==> src/rtl/alarm_clock.sv <==
// 24-hour alarm clock driven by a 2 Hz tick.
// Keeps hh:mm:ss plus an alarm hh:mm in binary counters. Time-set and
// alarm-set modes advance the selected field on each edge while runset is low.
// A latched alarm flag is raised one edge after the time reaches the alarm time.
module alarm_clock (
  input  logic       CLK_2Hz,
  input  logic       reset,
  input  logic       time_set,
  input  logic       alarm_set,
  input  logic       sethrs1min0,
  input  logic       run_clock,
  input  logic       activatealarm,
  input  logic       alarmreset,
  input  logic       runset,
  output logic [7:0] sec,
  output logic [7:0] min,
  output logic [7:0] hrs,
  output logic [7:0] min_alrm,
  output logic [7:0] hrs_alrm,
  output logic       alrm
);

  // Modulo-60 increment used for seconds and minutes fields.
  function automatic logic [5:0] inc_mod60(input logic [5:0] v);
    if (v == 6'd59) begin
      return 6'd0;
    end else begin
      return v + 6'd1;
    end
  endfunction

  // Modulo-24 increment used for hours fields.
  function automatic logic [4:0] inc_mod24(input logic [4:0] v);
    if (v == 5'd23) begin
      return 5'd0;
    end else begin
      return v + 5'd1;
    end
  endfunction

  logic [5:0] sec_r, sec_s;
  logic [5:0] min_r, min_s;
  logic [4:0] hrs_r, hrs_s;
  logic [5:0] min_alrm_r, min_alrm_s;
  logic [4:0] hrs_alrm_r, hrs_alrm_s;
  logic       phase_r, phase_s;
  logic       alrm_r, alrm_s;
  logic       match_s;

  // Next-state for time, alarm-setting and half-second phase (mode priority: time_set > alarm_set > run_clock).
  always_comb begin
    sec_s      = sec_r;
    min_s      = min_r;
    hrs_s      = hrs_r;
    min_alrm_s = min_alrm_r;
    hrs_alrm_s = hrs_alrm_r;
    phase_s    = phase_r;
    if (time_set) begin
      // Setting the time restarts the current minute cleanly.
      sec_s   = 6'd0;
      phase_s = 1'b0;
      if (!runset) begin
        if (sethrs1min0) begin
          hrs_s = inc_mod24(hrs_r);
        end else begin
          min_s = inc_mod60(min_r);
        end
      end else begin
        hrs_s = hrs_r;
      end
    end else begin
      if (alarm_set && !runset) begin
        if (sethrs1min0) begin
          hrs_alrm_s = inc_mod24(hrs_alrm_r);
        end else begin
          min_alrm_s = inc_mod60(min_alrm_r);
        end
      end else begin
        hrs_alrm_s = hrs_alrm_r;
      end
      // Timekeeping keeps running during alarm setting when enabled.
      if (run_clock) begin
        phase_s = ~phase_r;
        if (phase_r) begin
          sec_s = inc_mod60(sec_r);
          if (sec_r == 6'd59) begin
            min_s = inc_mod60(min_r);
            if (min_r == 6'd59) begin
              hrs_s = inc_mod24(hrs_r);
            end else begin
              hrs_s = hrs_r;
            end
          end else begin
            min_s = min_r;
          end
        end else begin
          sec_s = sec_r;
        end
      end else begin
        phase_s = phase_r;
      end
    end
  end

  // Alarm match on the current (pre-edge) time and the latched-flag next state.
  always_comb begin
    match_s = activatealarm && (hrs_r == hrs_alrm_r) && (min_r == min_alrm_r) && (sec_r == 6'd0);
    if (!alarmreset) begin
      alrm_s = 1'b0;
    end else if (match_s && !time_set) begin
      alrm_s = 1'b1;
    end else begin
      alrm_s = alrm_r;
    end
  end

  // State registers with asynchronous active-high clear.
  always_ff @(posedge CLK_2Hz or posedge reset) begin
    if (reset) begin
      sec_r      <= 6'd0;
      min_r      <= 6'd0;
      hrs_r      <= 5'd0;
      min_alrm_r <= 6'd0;
      hrs_alrm_r <= 5'd0;
      phase_r    <= 1'b0;
      alrm_r     <= 1'b0;
    end else begin
      sec_r      <= sec_s;
      min_r      <= min_s;
      hrs_r      <= hrs_s;
      min_alrm_r <= min_alrm_s;
      hrs_alrm_r <= hrs_alrm_s;
      phase_r    <= phase_s;
      alrm_r     <= alrm_s;
    end
  end

  assign sec      = {2'b00, sec_r};
  assign min      = {2'b00, min_r};
  assign hrs      = {3'b000, hrs_r};
  assign min_alrm = {2'b00, min_alrm_r};
  assign hrs_alrm = {3'b000, hrs_alrm_r};
  assign alrm     = alrm_r;

endmodule

==> config.mk <==
export PLATFORM = sky130hd
export DESIGN_NAME = alarm_clock
export DESIGN_NICKNAME = d
export VERILOG_FILES = /design/src/rtl/alarm_clock.sv
export SDC_FILE = /design/constraint.sdc
export NUM_CORES = 1
export LEC_CHECK = 0
export BUFFER_PORTS_ARGS = -buffer_cell sky130_fd_sc_hd__clkbuf_2
export CAP_MARGIN = 0
export CELL_PAD_IN_SITES_DETAIL_PLACEMENT = 0
export CELL_PAD_IN_SITES_GLOBAL_PLACEMENT = 1
export CORE_UTILIZATION = 39
export DETAILED_ROUTE_END_ITERATION = 8
export PLACE_DENSITY_LB_ADDON = 0.1
export SKIP_CTS_REPAIR_TIMING = 1
export SYNTH_ARGS = -nofsm -noshare
export SYNTH_HDL_FRONTEND = slang
export SYNTH_SLANG_ARGS = --single-unit
export TNS_END_PERCENT = 1
==> constraint.sdc <==
create_clock -name CLK_2Hz -period 2.2 [get_ports CLK_2Hz]
set_input_delay 0.22 -clock CLK_2Hz [delete_from_list [all_inputs] [get_ports CLK_2Hz]]
set_output_delay 0.22 -clock CLK_2Hz [all_outputs]
set_load 0.03 [all_outputs]
==> results by group, run 1 <==
Outcome
  • Outcome: finished with violations
  • Failing checks: hold timing

Power and ir drop
  • Pwr/cell area: 1137 nW/um^2
  • Maximum vdd ir drop: 0.7826 mV
  • LEAKAGE: 1.009 nW
  • Power, Total: 2.397 mW

Global route
  • First-pass GRT wire length: 6.893 mm
  • Largest net degree at the start of global routing: 31
  • Antenna violations before repair: 0
  • Overall Global Routing Usage: 0.1774
  • Congestion Overflow GR: 0
  • Vias in the first global route: 1377

STA
  • Final period util: 0.8229
  • Min Tclk post-route: 1810 ps
  • Fin. Hold Viols: 24
  • Final Skew: 5.196 ps
  • Slew Viols, Final: 0
  • Fmax: 552.4 MHz
  • Hold WS: -12.22 ps
  • RSZ-0062 raised after global routing: no
  • TNS Setup: 0 ps
  • Final setup vio count: 0

Worst setup path
  • Startpoint types: register
  • Max incr delay on CP: 440 ps
  • Crit Path Max Fanout: 6
  • Slowest-stage cell, CP: dfrtp_1
  • CP delay by family, top: simple AND/OR/NAND/NOR gates
  • Reg2Reg Depth: 5
  • WS Path Type: register to register
  • Setup crit end kind: register
  • CP bufs+invs: 0
  • Reg2reg end: hrs_r[3]
  • CP Cell Sequence: ha_1 > nand3b_1 > nor4_4 > o2111ai_1 > mux2_4
  • Worst Path Required: 2370 ps
  • R2R setup slack: 390 ps
  • R2R Path Start: min_r[0]
  • Endpoint arrival time on the critical path: 1980 ps

CTS
  • Clk_lat worst skew: 280 ps
  • Clock Tree Root: clkbuf_8
  • Total CTS buffers: 5
  • Sink Count: 30
  • # H-tree levels: 2
  • CTS max path bufs: 2
  • CTS tree: yes
  • Clock slew at reported path FFs: 70 ps

Drt
  • Vias: 1395
  • Post-Route WL: 3.830 mm
  • DRC violations left: 0
  • DR WL met2: 1.715 mm
  • Final antenna-violating net count: 0
  • Post-DR vias/cell: 5.129
  • DRT Pass-1 Iters: 4
  • Met3 WL: 157 um
  • Initial DRC count: 57
  • Met1 Wirelength: 1.913 mm
  • Top Layer Used: met4
  • DR WL/cell: 14.08 um

Floorplanning
  • Die X: 70.44 um
  • Io pins: 50
  • Die Y: 70.44 um
  • FP Rows: 24
  • Die ar.: 4962 sq um
  • Core ar.: 4414 sq um
  • Initial core utilization: 0.4138

Final layout
  • Register area: 750.7 sq um
  • Synth-to-Final Area Change: 15.34%
  • Share of cells above drive strength 1: 0.2682
  • Area occupied by multi-input gates: 977.2 sq um
  • Fin nets: 234
  • # fillers: 457
  • Antenna Diode Count: 0

Placed design
  • Final GP Congestion: 0.7416
  • Port bufs: 37
  • Hpwl dp: 2.847 mm

Synthesis
  • Yosys reg bits: 30
  • Syn Area/Cell: 10.21 sq um
  • Most common cell in the netlist: dfrtp_1
  • Ys async rst share: 1.000
  • Post-synthesis cell count: 179
  • Synth top cells by count: dfrtp_1, xnor2_1, buf_4, nor2_1, nand2_1
  • Post-synth EDFFs: 0
  • Post-synth top area share: 0.4110
  • Post-synthesis sequential area ratio: 0.4110
  • Mapped cell area: 1827 sq um
  • Leading area contributor after synthesis: dfrtp_1
  • Synth top area cells: dfrtp_1, xnor2_1, buf_4
  • Synth Flop Type: dfrtp_1
  • Post-synth cell types: 47
  • Ys Warns: 0

Flow run
  • Maxcap violations: 0

Worst hold path
  • Worst min-delay path class: input port to async pin
kinds of logic after synthesis:
group / count (synthesis) / synth area share
other cells: 1 / 0.002053
flops: 30 / 0.4110
fa+ha+maj: 6 / 0.04109
simple gates: 63 / 0.2144
xor+xnor: 18 / 0.08630
buf+inv: 24 / 0.07671
mux: 9 / 0.05684
compound gates: 28 / 0.1117
layer usage:
layer  vias up  GRT usage
met5         -          0
met4         0    0.06000
met3         5    0.04473
met2        34     0.2582
met1       661     0.2543
li1        695          -
layout by cell type, fill, tap and decap left out, types with 2 or more instances in the layout:
cell type / count
o21ai_0: 8
nor4_1: 2
clkbuf_2: 37
nand3b_1: 3
nor3_1: 3
nand3_1: 6
o2111ai_1: 3
nor2_1: 13
and3_1: 2
a41oi_1: 3
conb_1: 12
a21o_1: 2
clkbuf_8: 6
xor2_1: 4
a21oi_1: 4
nand2b_1: 2
mux2_2: 6
inv_1: 8
nand4_1: 8
xnor2_1: 14
dfrtp_1: 30
nand2_1: 12
ha_1: 6
worst max path at each step:
stage,from,to,slack (ps),depth (start not counted)
floorplan,min_r[0],hrs_r[3],300,5
global placement,sec_r[0],hrs_r[3],440,5
detailed placement,sec_r[0],hrs_r[3],400,5
CTS,sec_r[0],hrs_r[3],390,5
global route,sec_r[0],hrs_r[3],220,5
finish,min_r[0],hrs_r[3],390,5
worst min-delay path: cells and delay by family:
family,cells,cell delay (ps)
buf+inv,3,470
power breakdown:
group | total, mW | leakage [nW] | internal, mW | switching [mW]
Clock | 0.460 | 0.0482 | 0.252 | 0.208
Combinational | 0.956 | 0.569 | 0.372 | 0.584
Sequential | 0.981 | 0.391 | 0.698 | 0.283
stage by stage:
step           hold WS (ps)  instances  utilization  setup slack, ps  cell area [sq um]
4_1_cts              -3.478        272       0.4773            386.3               2107
3_5_place_dp          307.3        264       0.4566            397.4               2016
2_1_floorplan         310.8        190            -            304.0               1868
6_report             -12.22        272       0.4773            389.7               2107
5_1_grt               17.62        272       0.4773            224.2               2107
3_3_place_gp          298.7        264       0.4566            444.6               2016
area by class of cell:
type | instances | share of cell area
Multi-Input combinational cell | 136 | 0.4638
Sequential cell | 30 | 0.3563
Timing Repair Buffer | 38 | 0.09145
Clock buffer | 7 | 0.04097
Tap cell | 52 | 0.03088
Inverter | 8 | 0.01425
Clock inverter | 1 | 0.002375
sequential cells by signal (all words and copies together), names as in the netlist:
signal,cells
min_r,6
min_alrm_r,6
hrs_alrm_r,5
hrs_r,5
phase_r,1
alrm,1
sec_r,6
(Power assumes the default switching activity.)
==> inputs of run 2 (changes only) <==
--- a/config.mk
+++ b/config.mk
@@ -5,11 +5,12 @@
 export SDC_FILE = /design/constraint.sdc
 export NUM_CORES = 1
 export LEC_CHECK = 0
+export ABC_AREA = 1
 export BUFFER_PORTS_ARGS = -buffer_cell sky130_fd_sc_hd__clkbuf_2
 export CAP_MARGIN = 0
 export CELL_PAD_IN_SITES_DETAIL_PLACEMENT = 0
 export CELL_PAD_IN_SITES_GLOBAL_PLACEMENT = 1
-export CORE_UTILIZATION = 39
+export CORE_UTILIZATION = 34
 export DETAILED_ROUTE_END_ITERATION = 8
 export PLACE_DENSITY_LB_ADDON = 0.1
 export SKIP_CTS_REPAIR_TIMING = 1
==> constraint.sdc (replaced) <==
create_clock -name CLK_2Hz -period 1.6 [get_ports CLK_2Hz]
set_input_delay 0.16 -clock CLK_2Hz [delete_from_list [all_inputs] [get_ports CLK_2Hz]]
set_output_delay 0.16 -clock CLK_2Hz [all_outputs]
set_load 0.03 [all_outputs]
==> run 2 against run 1 <==
Compared with the run above:
- the run now ends clean
- critical path depth up 1
- worst setup slack worse by 230 ps
- final cell count is 38% higher
- first-iteration DRC count is 8.8% lower
- largest power group is now combinational logic
- highest routed layer unchanged
==> results by group, run 2 <==
Final layout
  • Commonest non-fill, non-tap cell in the layout: nand2_1 (was clkbuf_2)
  • Share of cells above drive strength 1: 0.2007 (was 0.2682)
  • Non-Filler Instances: 374 (was 272)
  • Synth-to-Final Area Change: 18.94% (was 15.34%)
  • Largest regs: min_alrm_r: 6 flops, min_r: 6 flops, sec_r: 6 flops (unchanged)
  • # fillers: 580 (was 457)
  • Most frequent cells in the layout: nand2_1, clkbuf_2, inv_1, dfrtp_1, nor2_1 (was clkbuf_2, dfrtp_1, xnor2_1, nor2_1)
  • Post-layout util: 0.4305 (was 0.4773)
  • Fin nets: 318 (was 234)
  • Antenna Diode Count: 0 (unchanged)

Placed design
  • Port bufs: 37 (unchanged)
  • Hpwl dp: 3.418 mm (was 2.847 mm)
  • Dpl cells: 365 (was 264)
  • Final GP Congestion: 0.7680 (was 0.7416)

Worst setup path
  • R2R Path Start: min_r[2] (was min_r[0])
  • Endpoint arrival time on the critical path: 1610 ps (was 1980 ps)
  • Worst Path Required: 1770 ps (was 2370 ps)
  • Crit Path Max Fanout: 6 (unchanged)
  • Setup crit end kind: register (unchanged)
  • Startpoint types: register (unchanged)
  • WS Path Type: register to register (unchanged)
  • Worst Setup SP: min_r[2] (was min_r[0])

Global route
  • GRT busiest layer: met2 (unchanged)
  • First-pass GRT wire length: 7.748 mm (was 6.893 mm)
  • Overall Global Routing Usage: 0.1686 (was 0.1774)
  • Met3 GRT Util: 0.04048 (was 0.04473)
  • Vias in the first global route: 1585 (was 1377)
  • Largest net degree at the start of global routing: 31 (unchanged)
  • M1 GR Usage: 0.2234 (was 0.2543)
  • Grt met2 use: 0.2696 (was 0.2582)
  • Congestion Overflow GR: 0 (unchanged)
  • Antenna violations before repair: 0 (unchanged)

Synthesis
  • Post-synth top area share: 0.3960 (was 0.4110)
  • Post-synth cell types: 28 (was 47)
  • Post-synth EDFFs: 0 (unchanged)
  • Syn Area/Cell: 7.463 sq um (was 10.21 sq um)
  • Ys async rst share: 1.000 (unchanged)
  • Post-synthesis cell count: 254 (was 179)
  • Ys Warns: 0 (unchanged)
  • Synth top cells by count: nand2_1, inv_1, dfrtp_1 (was dfrtp_1, xnor2_1, buf_4, nor2_1, nand2_1)
  • Most common cell in the netlist: nand2_1 (was dfrtp_1)
  • Synth Flop Type: dfrtp_1 (unchanged)
  • Post-synthesis sequential area ratio: 0.3960 (was 0.4110)
  • Leading area contributor after synthesis: dfrtp_1 (unchanged)
  • Synth top area cells: dfrtp_1, nand2_1, inv_1 (was dfrtp_1, xnor2_1, buf_4)
  • Mapped cell area: 1896 sq um (was 1827 sq um)
  • Yosys reg bits: 30 (unchanged)

CTS
  • Sink Count: 30 (unchanged)
  • # H-tree levels: 2 (unchanged)
  • Clk_lat worst skew: 280 ps (about the same)
  • Clock Tree Root: clkbuf_8 (unchanged)
  • CTS tree: yes (unchanged)
  • Total CTS buffers: 5 (unchanged)
  • CTS max path bufs: 2 (unchanged)
  • Clock slew at reported path FFs: 70 ps (about the same)

Drt
  • Post-DR vias/cell: 4.580 (was 5.129)
  • Final antenna-violating net count: 0 (unchanged)
  • DRT Pass-1 Iters: 4 (unchanged)
  • Vias: 1713 (was 1395)
  • DRC violations left: 0 (unchanged)
  • Post-Route WL: 4.525 mm (was 3.830 mm)
  • Initial DRC count: 52 (was 57)
  • DR WL/cell: 12.10 um (was 14.08 um)

Worst hold path
  • Worst min-delay path class: input port to register (was input port to async pin)
  • Hold path startpoint: alarmreset

STA
  • Fmax: 693.0 MHz (was 552.4 MHz)
  • Final Skew: 7.122 ps (was 5.196 ps)
  • Slew Viols, Final: 0 (unchanged)
  • Final period util: 0.9018 (was 0.8229)
  • RSZ-0062 raised after global routing: no (unchanged)
  • Min Tclk post-route: 1443 ps (was 1810 ps)
  • TNS Setup: 0 ps (unchanged)
  • Fin. Hold Viols: 0 (was 24)
  • Final setup vio count: 0 (unchanged)
  • Hold WS: 79.21 ps (was -12.22 ps)

Floorplanning
  • FP Rows: 26 (was 24)
  • Io pins: 50 (unchanged)
  • Die Y: 76.67 um (was 70.44 um)
  • Die ar.: 5878 sq um (was 4962 sq um)
  • Initial core utilization: 0.3619 (was 0.4138)
  • Die X: 76.67 um (was 70.44 um)
  • Core ar.: 5238 sq um (was 4414 sq um)

Power and ir drop
  • Maximum vdd ir drop: 0.6052 mV (was 0.7826 mV)
  • LEAKAGE: 1.219 nW (was 1.009 nW)
  • Pwr/cell area: 1572 nW/um^2 (was 1137 nW/um^2)

Outcome
  • Outcome: finished clean (was finished with violations)

Flow run
  • Maxcap violations: 0 (unchanged)
[run 2: changes by cell type in the layout (fill, tap and decap cells not counted), moves of 6 or more]
cell / change
mux2_2: -6
inv_1: +24
nand2_1: +54
nor2_1: +13
nand3_1: +14
xnor2_1: -11
[run 2: cells by family (layout without fill, tap and decap cells)]
group,after synthesis,count (layout),synth area share
adder cells (fa/ha/maj),6,6,0.03960
buffers and inverters,48,87,0.1234
XOR/XNOR,10,10,0.04621
AO/OA/AOI/OAI,25,25,0.07327
flip-flops,30,30,0.3960
AND/OR/NAND/NOR,134,134,0.3195
other,1,12,0.001978
[run 2: worst max-delay path, stage by stage, from the launching register on]
cell,delay [ps]
dfrtp_1,450
inv_1,180
nand4_4,180
o21ai_4,230
nand2_1,160
nand2_1,90
nand2_1,50
[run 2: area by class of cell]
type	count	area, sq um	share of cell area
clock buffer	7	86.33	0.03829
clock inverter	1	5.005	0.002220
tap	70	87.58	0.03885
timing repair buffer	44	240.2	0.1065
sequential	30	750.7	0.3330
inverter	35	132.6	0.05882
multi-input combinational	187	952.2	0.4223
[run 2: report_power, final]
| group | internal, mW | total (mW) | switching (mW) | leakage (nW) |
|---|---|---|---|---|
| Combinational | 0.523 | 1.62 | 1.10 | 0.792 |
| Sequential | 0.974 | 1.28 | 0.307 | 0.378 |
| Clock | 0.347 | 0.642 | 0.295 | 0.0482 |
| Total | 1.84 | 3.54 | 1.70 | 1.22 |
[run 2: per-stage QoR]
stage,total power [mW],cell area [sq um],setup slack (ps)
after floorplan,2.408,1937,25.64
after global placement,2.944,2153,186.1
after detailed placement,2.930,2153,170.9
after CTS,3.595,2245,138.1
after global routing,3.840,2255,17.66
final,3.544,2255,157.1
[run 2: worst paths after layout]
check | to | slack, ps | cells past startpoint
setup / recovery | hrs_r[1] | 160 | 6
hold / removal | alrm | 80 | 3
setup reg to reg | hrs_r[1] | 160 | 6
hold reg to reg | phase_r | 520 | 2
max in group asynchronous | min_alrm_r[1] | 810 | 4
min in group asynchronous | min_r[1] | 500 | 4
[run 2: per-layer routing]
layer,up-vias,routed length [um]
li1,892,-
met1,778,2209
met2,38,2089
met3,5,169
met4,0,56
met5,-,0
==> inputs of run 3 (changes only) <==
--- a/config.mk
+++ b/config.mk
@@ -6,7 +6,7 @@
 export NUM_CORES = 1
 export LEC_CHECK = 0
 export ABC_AREA = 1
-export BUFFER_PORTS_ARGS = -buffer_cell sky130_fd_sc_hd__clkbuf_2
+export BUFFER_PORTS_ARGS = -buffer_cell sky130_fd_sc_hd__buf_2
 export CAP_MARGIN = 0
 export CELL_PAD_IN_SITES_DETAIL_PLACEMENT = 0
 export CELL_PAD_IN_SITES_GLOBAL_PLACEMENT = 1
==> run 3 against run 2 <==
Compared with the run above:
- the run now ends with hold timing left
- count of clock-buffer cells in the layout did not move
- routed wire length about the same
- combinational power barely moved
- total power decreased by 1.6%
- register-to-register slack lost 20 ps
- critical endpoint is now hrs_r[0]
==> results by group, run 3 (same netlist as run 2, synthesis figures left out) <==
CTS
  • CTS max path bufs: 2 (unchanged)
  • Clk_lat worst skew: 280 ps (about the same)
  • Clock Tree Root: clkbuf_8 (unchanged)
  • Clock slew at reported path FFs: 70 ps (about the same)
  • # H-tree levels: 2 (unchanged)
  • Total CTS buffers: 5 (unchanged)
  • CTS tree: yes (unchanged)
  • Sink Count: 30 (unchanged)

Drt
  • Post-Route WL: 4.526 mm (was 4.525 mm)
  • Top Layer Used: met4 (unchanged)
  • Post-DR vias/cell: 4.554 (was 4.580)
  • Final antenna-violating net count: 0 (unchanged)
  • DR WL/cell: 12.17 um (was 12.10 um)
  • Vias: 1694 (was 1713)
  • DRT Pass-1 Iters: 4 (unchanged)
  • Met1 Wirelength: 2.240 mm (was 2.209 mm)
  • Met3 WL: 140 um (was 169 um)
  • DRC violations left: 0 (unchanged)
  • DR WL met2: 2.091 mm (was 2.089 mm)
  • Initial DRC count: 58 (was 52)

Power and ir drop
  • Internal: 1.803 mW (was 1.844 mW)
  • Seq pwr share: 0.366 (was 0.362)
  • Combinational cell fraction of total power: 0.468 (was 0.457)
  • Switch share: 0.4827 (was 0.4797)
  • Maximum vdd ir drop: 0.7236 mV (was 0.6052 mV)
  • Clock power frac: 0.167 (was 0.181)
  • Pwr/cell area: 1563 nW/um^2 (was 1572 nW/um^2)
  • Sw power: 1.682 mW (was 1.700 mW)
  • LEAKAGE: 1.210 nW (was 1.219 nW)

Placed design
  • Pre-CTS setup slack: 165.2 ps (was 170.9 ps)
  • Dpl cell area: 2153 sq um (unchanged)
  • Hpwl dp: 3.436 mm (was 3.418 mm)
  • Port bufs: 37 (unchanged)
  • Final GP Congestion: 0.7677 (was 0.7680)

Floorplanning
  • Die ar.: 5878 sq um (unchanged)
  • Initial core utilization: 0.3619 (unchanged)
  • FP Rows: 26 (unchanged)
  • Die Y: 76.67 um (unchanged)
  • Core ar.: 5238 sq um (unchanged)
  • Die X: 76.67 um (unchanged)
  • Io pins: 50 (unchanged)

STA
  • RSZ-0062 raised after global routing: no (unchanged)
  • Fmax: 684.4 MHz (was 693.0 MHz)
  • PnR worst setup slack: 138.8 ps (was 157.1 ps)
  • Fin. Hold Viols: 30 (was 0)
  • Slew Viols, Final: 0 (unchanged)
  • Min Tclk post-route: 1461 ps (was 1443 ps)
  • Final setup vio count: 0 (unchanged)
  • Hold WS: -44.71 ps (was 79.21 ps)
  • TNS Setup: 0 ps (unchanged)
  • Final period util: 0.9133 (was 0.9018)
  • Final Skew: 9.073 ps (was 7.122 ps)

Worst setup path
  • Most used cell, CP: nand2_1 (unchanged)
  • Setup crit end kind: register (unchanged)
  • R2R setup slack: 140 ps (was 160 ps)
  • Worst Path Required: 1770 ps (about the same)
  • Slowest-stage cell, CP: dfrtp_1 (unchanged)
  • Startpoint types: register (unchanged)
  • Max incr delay on CP: 450 ps (about the same)
  • Endpoint arrival time on the critical path: 1630 ps (was 1610 ps)
  • CP Cell Sequence: inv_1 > nand4_4 > o21ai_4 > nand2_1 > nand2_1 > nand2_1 (unchanged)
  • WS Path Type: register to register (unchanged)
  • Crit Path Max Fanout: 6 (unchanged)

Global route
  • Antenna violations before repair: 0 (unchanged)
  • Overall Global Routing Usage: 0.1648 (was 0.1686)
  • First-pass GRT wire length: 7.541 mm (was 7.748 mm)
  • Congestion Overflow GR: 0 (unchanged)
  • Largest net degree at the start of global routing: 31 (unchanged)
  • Vias in the first global route: 1605 (was 1585)

Outcome
  • Outcome: finished with violations (was finished clean)
  • Failing checks: hold timing

Final layout
  • Share of cells above drive strength 1: 0.1954 (was 0.2007)
  • Largest regs: min_alrm_r: 6 flops, min_r: 6 flops, sec_r: 6 flops (unchanged)
  • Antenna Diode Count: 0 (unchanged)
  • Final Cell Area: 2230 sq um (was 2255 sq um)
  • # fillers: 568 (was 580)
  • Post-layout util: 0.4257 (was 0.4305)
  • Synth-to-Final Area Change: 17.62% (was 18.94%)
  • Fin nets: 317 (was 318)
  • Commonest non-fill, non-tap cell in the layout: nand2_1 (unchanged)
  • Most frequent cells in the layout: nand2_1, buf_2, inv_1, dfrtp_1, nor2_1 (was nand2_1, clkbuf_2, inv_1, dfrtp_1, nor2_1)

Worst hold path
  • Worst min-delay path class: input port to async pin (was input port to register)

Flow run
  • Maxcap violations: 0 (unchanged)
-- run 3: changes by cell type in the layout (fill, tap and decap cells not counted) --
cell and delta:
clkbuf_8 -1, dlygate4sd3_1 -1, clkinv_2 -1, buf_2 +37, clkbuf_2 -37, clkbuf_1 +1
-- run 3: worst paths after layout --
check / cells after the start / to / start
setup reg to reg: 6 / hrs_r[0] / min_r[2]
hold / removal: 3 / min_r[2] / reset
setup / recovery: 6 / hrs_r[0] / min_r[2]
min in group CLK_2Hz: 3 / alrm / alarmreset
hold reg to reg: 2 / phase_r / phase_r
max in group asynchronous: 3 / min_r[1] / reset
-- run 3: metrics by stage --
stage                     power, mW  cells
after detailed placement      2.926    365
after global routing          3.762    372
after CTS                     3.521    372
after floorplan               2.408    265
final                         3.486    372
after global placement        2.943    365
-- run 3: final cells by class --
cell class,instances,area [sq um],share of cell area
Clock buffer,7,76.32,0.03423
Inverter,35,132.6,0.05948
Multi-Input combinational cell,187,952.2,0.4270
Sequential cell,30,750.7,0.3367
Tap cell,70,87.58,0.03928
Timing Repair Buffer,43,230.2,0.1033
-- run 3: worst max-delay path, delay by kind of cell, from the launching register on --
kind            cells  cell delay (ps)
simple gates        4              480
flops               1              450
compound gates      1              230
buf+inv             1              180
-- run 3: power by group through the flow --
stage               logic (mW)  clock network [mW]  registers [mW]
floorplan                0.721                   0            1.69
global placement          1.65                   0            1.29
detailed placement        1.64                   0            1.29
CTS                       1.65               0.596            1.28
global route              1.82               0.619            1.32
finish                    1.63               0.580            1.28
-- run 3: routing by layer --
layer,track usage,vias to the layer above
met4,0.05192,0
li1,-,881
met2,0.2670,31
met5,0,-
met3,0.03690,5
met1,0.2171,777
